===== config.mk =====
export PLATFORM = sky130hd
export DESIGN_NAME = determinante_3x3_seq
export DESIGN_NICKNAME = d
export VERILOG_FILES = /design/src/rtl/determinante_3x3_seq.sv
export SDC_FILE = /design/constraint.sdc
export NUM_CORES = 1
export LEC_CHECK = 0
export ABC_AREA = 1
export BUFFER_PORTS_ARGS = -buffer_cell sky130_fd_sc_hd__buf_2
export CORE_UTILIZATION = 35
export DETAILED_ROUTE_END_ITERATION = 10
export GPL_TIMING_DRIVEN = 0
export PLACE_DENSITY = 0.48
export SLEW_MARGIN = 20
export SYNTH_ARGS = -nofsm -noshare
export SYNTH_HDL_FRONTEND = slang
export SYNTH_SLANG_ARGS = --single-unit

===== constraint.sdc =====
create_clock -name clk -period 25.4 [get_ports clk]
set_input_delay 1.27 -clock clk [delete_from_list [all_inputs] [get_ports clk]]
set_output_delay 1.27 -clock clk [all_outputs]
set_load 0.01 [all_outputs]

===== src/rtl/determinante_3x3_seq.sv =====
// -----------------------------------------------------------------------------
// determinante_3x3_seq
//
// Sequential 3x3 signed determinant engine using cofactor expansion along
// row 0. The three 2x2 minors are presented one per cycle on minor_2x2 to
// an external combinational 2x2 determinant stage. Each returned det_2x2 is
// weighted by the matching row-0 element and cofactor sign, then accumulated.
// One shared 2x2 stage serves all three minors.
//
// Optional feature macro: DET3_SINGULAR_FLAG_EN
//   When defined, adds output 'singular', registered together with det at
//   completion, high iff the final determinant is zero.
//
// Ports:
//   clk         in   1       clock, rising edge
//   rst         in   1       asynchronous active-high reset
//   start       in   1       request, sampled only in IDLE
//   matriz_3x3  in   9*EW    row-major signed elements, m00 in the MSBs
//   minor_2x2   out  4*EW    registered minor {a,b,c,d} to the 2x2 stage
//   det_2x2     in   DET_W   signed a*d-b*c from the 2x2 stage
//   busy        out  1       high while a minor is being evaluated
//   done        out  1       one-cycle pulse when det is updated
//   det         out  DET_W   signed 3x3 determinant, held until next done
//   singular    out  1       (DET3_SINGULAR_FLAG_EN only) det == 0
// -----------------------------------------------------------------------------
module determinante_3x3_seq #(
   parameter int ELEM_W = 8,
   parameter int DET_W  = 32
) (
   input  logic                  clk,
   input  logic                  rst,
   input  logic                  start,
   input  logic [9*ELEM_W-1:0]   matriz_3x3,
   output logic [4*ELEM_W-1:0]   minor_2x2,
   input  logic [DET_W-1:0]      det_2x2,
   output logic                  busy,
   output logic                  done,
   output logic [DET_W-1:0]      det
`ifdef DET3_SINGULAR_FLAG_EN
   ,
   output logic                  singular
`endif
);

   typedef enum logic [1:0] {
      IDLE = 2'd0,
      M0   = 2'd1,
      M1   = 2'd2,
      M2   = 2'd3
   } state_t;

   state_t                   state;
   logic [9*ELEM_W-1:0]      mat_reg;
   logic signed [DET_W-1:0]  acc;

   // Unpacked view of the latched matrix: elem[0]=m00 ... elem[8]=m22.
   logic [ELEM_W-1:0]        elem [9];
   // Row-0 elements sign-extended to the accumulator width.
   logic signed [DET_W-1:0]  row0_ext [3];

   genvar gi;
   generate
      for (gi = 0; gi < 9; gi++) begin : g_unpack
         assign elem[gi] = mat_reg[(8-gi)*ELEM_W +: ELEM_W];
      end
      for (gi = 0; gi < 3; gi++) begin : g_row0
         assign row0_ext[gi] = {{(DET_W-ELEM_W){elem[gi][ELEM_W-1]}}, elem[gi]};
      end
   endgenerate

   // Weight for the minor currently on minor_2x2 (its row-0 element).
   logic signed [DET_W-1:0]  coef;
   logic signed [DET_W-1:0]  prod;
   logic signed [DET_W-1:0]  det_final;

   always_comb begin
      coef = row0_ext[2];
      case (state)
         M0:      coef = row0_ext[0];
         M1:      coef = row0_ext[1];
         default: coef = row0_ext[2];
      endcase
      // Two's complement wrap at DET_W; magnitudes stay far below 2^(DET_W-1).
      prod      = coef * $signed(det_2x2);
      det_final = acc + prod;
   end

   assign busy = (state != IDLE);

   always_ff @(posedge clk or posedge rst) begin
      if (rst) begin
         state     <= IDLE;
         mat_reg   <= '0;
         minor_2x2 <= '0;
         acc       <= '0;
         det       <= '0;
         done      <= 1'b0;
`ifdef DET3_SINGULAR_FLAG_EN
         singular  <= 1'b0;
`endif
      end else begin
         done <= 1'b0;
         case (state)
            IDLE: begin
               if (start) begin
                  mat_reg   <= matriz_3x3;
                  // First minor comes straight from the input: {m11,m12,m21,m22}.
                  minor_2x2 <= {matriz_3x3[3*ELEM_W +: 2*ELEM_W],
                                matriz_3x3[0 +: 2*ELEM_W]};
                  acc       <= '0;
                  state     <= M0;
               end
            end
            M0: begin
               acc       <= prod;
               minor_2x2 <= {elem[3], elem[5], elem[6], elem[8]};
               state     <= M1;
            end
            M1: begin
               // Middle cofactor carries a negative sign.
               acc       <= acc - prod;
               minor_2x2 <= {elem[3], elem[4], elem[6], elem[7]};
               state     <= M2;
            end
            M2: begin
               det       <= det_final;
               done      <= 1'b1;
`ifdef DET3_SINGULAR_FLAG_EN
               singular  <= (det_final == '0);
`endif
               state     <= IDLE;
            end
            default: state <= IDLE;
         endcase
      end
   end

endmodule


Yosys cells after proc, flatten, opt, wreduce, memory -nomap -nowiden
Cells that the tools add are included.
Word-level totals
  flip-flop bits (word level): 171
  output and inout port bits: 66
Cells by class
  add/subtract/negate cells: 2
  multipliers: 1
  equal/unequal tests: 4
  mux-type cells: 8
  reduce and logical (&&, ||, !) cells: 5
Operators by type and width (count)
  $pmux W32 S3: 2
  $mux W32: 2
  $pmux W32 S2: 1
  $add A32 B32 Y32: 1
  $mul A32 B32 Y32: 1
  $sub A32 B32 Y32: 1
  $pmux W2 S4: 1
  $eq A2 B2 Y1 const B: 2
  $reduce_and A2 Y1: 2
  $reduce_bool A3 Y1: 1
  $eq A2 B1 Y1 const B: 1
  $logic_not A2 Y1: 1
  $mux W2: 1
  $ne A2 B2 Y1 const B: 1
  $reduce_bool A2 Y1: 1
  $mux W1: 1

Depth between registers and ports, before layout
  word-level depth: 5
  mapped depth: 50

Worst setup path after synthesis
OpenSTA, ideal clock, no wires.
  path kind: register -> register
  start point: register state[0]
  end point: register acc[30]
  data arrival time: 9113 ps
  path slack: 16170 ps
  stages on the path, launching flop included: 41
  path buffers: 3
  path through: dfrtp_1 -> inv_1 -> ha_1 -> buf_6 -> or2_1 -> nand2_1 -> clkbuf_1 -> nor2_1 -> ha_1 -> inv_1 -> fa_1 -> fa_1 -> inv_1 -> fa_1 -> fa_1 -> inv_1 -> fa_1 -> inv_1 -> [5 not listed] -> nand3_1 -> nand3_1 -> nand3_1 -> nand2_1 -> nand3_1 -> nand2_1 -> xnor2_1 -> inv_1 -> ha_1 -> clkbuf_1 -> inv_1 -> a21o_1 -> a2111oi_0 -> nand3_1 -> nand3_1 -> nand2_1 -> nand2_1 -> nand2_1
Between the ends
  longest elaborated chain between the ends: 5
  elaborated cells on any way between the ends: 10
  those cells by class: add/sub: 1; mul: 1; eq/ne: 3; mux: 2; reduce/logical: 3
Ends and longest elaborated chain
  start: declaration: line 52  | state_t state;
  start signal: assignment: line 92  | state <= IDLE;
  start signal: assignment: line 111  | state <= M0;
  start signal: assignment: line 117  | state <= M1;
  $eq A2 B2 Y1 or $eq A2 B1 Y1 (tied branches): line 78, 103
  $pmux W32 S2: line 78  | case (state)
  $mul A32 B32 Y32: line 84  | prod = coef * $signed(det_2x2);
  $sub A32 B32 Y32: line 121  | acc <= acc - prod;
  $pmux W32 S3: line 103  | case (state)
  end signal: assignment: line 115  | acc <= prod;
  end signal: assignment: line 121
  end: declaration: line 54  | logic signed [DET_W-1:0] acc;
Several ways; a longest one is shown, not always the timed one.
A chain may end at the register's enable or synchronous reset.

Worst setup path in the final report
  start point: register state[1]
  end point: register acc[30]
The elaborated chain is that of the path after synthesis.

==> results.toml <==
[yosys]
yosysMostFrequentCell = "inv_1"
yosysWarningCount = 0
synth_edf_count = 0
synth.distinct_cells = 55
ys_ff_latch = 171
syn_area_per_cell_sq_um = 8.14
async_flop_share = 1.00
syn_nets = 3164
syn_inst = 2596
synth-main-ff-cell = "dfrtp_1"
yosys-top-cells-count = "inv_1 (476), nand2_1 (452), nor2_1 (269), fa_1 (264), ha_1 (197)"
netlist_area_sq_um = 21100
ys_seq_area_frac = 0.202
yosys.area.top_type = "fa_1"
synth_top_area_frac = 0.250
synthTopCellsByArea = "fa_1 (25%), dfrtp_1 (20%), ha_1 (12%)"

[cts]
cts_buffer_depth = 2
postCtsSetupRepairBufs = 0
cts_hold_buf = 0
clk_pin_slew_worst_paths_ns = 0.09
cts-resized-gates = 0
clock-sinks = 171
h-tree-depth = 4
cts_made_buffers = 17
clock-root-buffer = "clkbuf_16"
cts_tree = "done"
insertion_delay_ns = 0.49

[floorplan]
initial_core_util = 0.356
die_area_sq_um = 61400
die_y_um = 248
num_rows = 89
core_sq_um = 59400
fp.dieW_um = 248
ios = 173

[detailed_routing]
drt_iter0_drc = 1074
drcViolationCount = 2
vias = 17700
via_per_inst = 4.95
first_pass_iters = 8
wl_per_cell_um = 18.3
routed_wl_mm = 65.3
detail-route-antenna-nets = 0

[setup_path]
cp_data_required_time_ns = 25.78
timing.rr.start = "state[1]"
crit_path_start_kind = "flop"
reg2reg_setup_slack_ns = 13.67
r2r_cells = 41
cp-startpoint = "state[1]"
cp_max_fo = 10
path_class = "reg2reg"
cpPeakStageDelay_ns = 0.72
timing.rr.end = "acc[30]"
crit_path_end_kind = "flop"
crit_slowest_cell = "clkbuf_1"
crit_arrival_ns = 12.11

[sta]
tightest_slew_ns = 1.12
final_max_slew_viol_count = 0
fin_crit_ns = 11.73
relSlewSlack = 0.251
hold_viol = 0
clock.fmax_mhz = 85.2
period_share = 0.462
rsz0062_at_grt = "no"
setup_tns_ns = 0
hold_ws_ns = 0.477
setup_viol = 0
finClkSkew_ns = 0.0168

[hold_path]
whs_endpoint = "elem[14]"
min_path_cells = 2
holdCritStartpoint = "elem[14]"
hold_path.class = "reg2reg"

[global_routing]
grt_pass1_wl_mm = 102
grt_pass1_vias = 18000
antenna_found_initial = 5
grt_use_total = 0.220
grt_max_degree = 93
overflow = 0

[place]
numPortBuffers = 169
gp_congestion = 0.908
dp_hpwl_mm = 54.4

[flow_run]
maxCapViolations = 0

[cells_and_area]
drive_gt1_frac = 0.115
area_growth_pct = 11.9
final_nets = 3353
n_fill_cell = 6136

[outcome]
violations = "DRC"
outcome = "finished with violations"
## cells by family after synthesis
logic type      Yosys count  synth area share
buf+inv                 566             0.103
compound gates          419             0.111
xor+xnor                 41            0.0170
mux                      40            0.0213
fa+ha+maj               461             0.367
simple gates            898             0.179
flops                   171             0.202
## per-layer routing
layer | GRT usage | wire length (um) | part of all wire | up-vias
li1 | - | - | - | 8540
met1 | 0.309 | 30400 | 0.46 | 8581
met2 | 0.351 | 30100 | 0.46 | 471
met3 | 0.0393 | 3690 | 0.057 | 85
met4 | 0.0532 | 1180 | 0.018 | 8
met5 | 0 | 50 | 0.00077 | -
## registers in the layout, summed over array words and instances (netlist names)
register / flops
state: 2
minor_2x2: 32
acc: 32
det: 32
elem: 72
done: 1
## critical path, delay by kind of cell, from the launching register on
family,cells,cell delay (ns)
AOI/OAI and AO/OA,2,0.84
xor gates and xnor gates,1,0.19
adders and majority gates,11,5.08
buffers and inverters,11,2.63
DFF,1,0.39
and+or+nand+nor,16,2.46
## cells in the final DEF, fill, tap and decap left out, drive strengths merged, types with 2 or more instances in the layout
master | Yosys | final
nand2 | 461 | 461
nor3 | 10 | 10
diode | 0 | 2
nand3b | 4 | 4
and3 | 2 | 2
o22ai | 8 | 8
buf | 26 | 196
nand3 | 99 | 99
o211ai | 7 | 7
xor2 | 35 | 35
inv | 483 | 486
a21o | 6 | 6
o21a | 2 | 2
o21ai | 155 | 155
fa | 264 | 264
o21bai | 11 | 11
a22o | 23 | 23
xnor2 | 6 | 6
nor2 | 269 | 269
a21oi | 176 | 176
ha | 197 | 197
a21boi | 4 | 4
clkinv | 3 | 13
nor4 | 9 | 9
or2 | 29 | 29
mux2 | 40 | 40
dfrtp | 171 | 171
clkbuf | 54 | 71
nand4 | 14 | 14
a31oi | 21 | 21
## per-stage QoR
step,instances,cell area [sq um],worst slack (ns),utilization
after floorplan,2596,21100,16.17,-
after global placement,3538,22900,13.76,0.387
after detailed placement,3539,23000,13.71,0.387
after CTS,3571,23600,13.70,0.398
after global routing,3571,23600,12.94,0.398
final,3573,23600,13.67,0.398
## cell type report
class	instances	area (sq um)	area share
diodes	2	5.00	0.000212
plain buffers	80	348	0.0147
clock buffers	17	425	0.0180
clock inverters	15	226	0.00958
inverters	486	1840	0.0776
multi-input cells	1859	14700	0.621
flip-flops and latches	171	4280	0.181
well taps	773	967	0.0409
repair buffers	170	873	0.0369
## worst max path at each step
| stage | end | slack (ns) | cells past startpoint |
|---|---|---|---|
| finish | acc[30] | 13.67 | 41 |
| global route | acc[30] | 12.94 | 41 |
| CTS | acc[30] | 13.70 | 39 |
| detailed placement | acc[30] | 13.71 | 39 |
| global placement | acc[30] | 13.76 | 39 |
| floorplan | acc[30] | 16.17 | 40 |
Power is left out: the tool's default activity adds up to more than one toggle a clock period on the data nets, which glitch-free logic cannot reach.
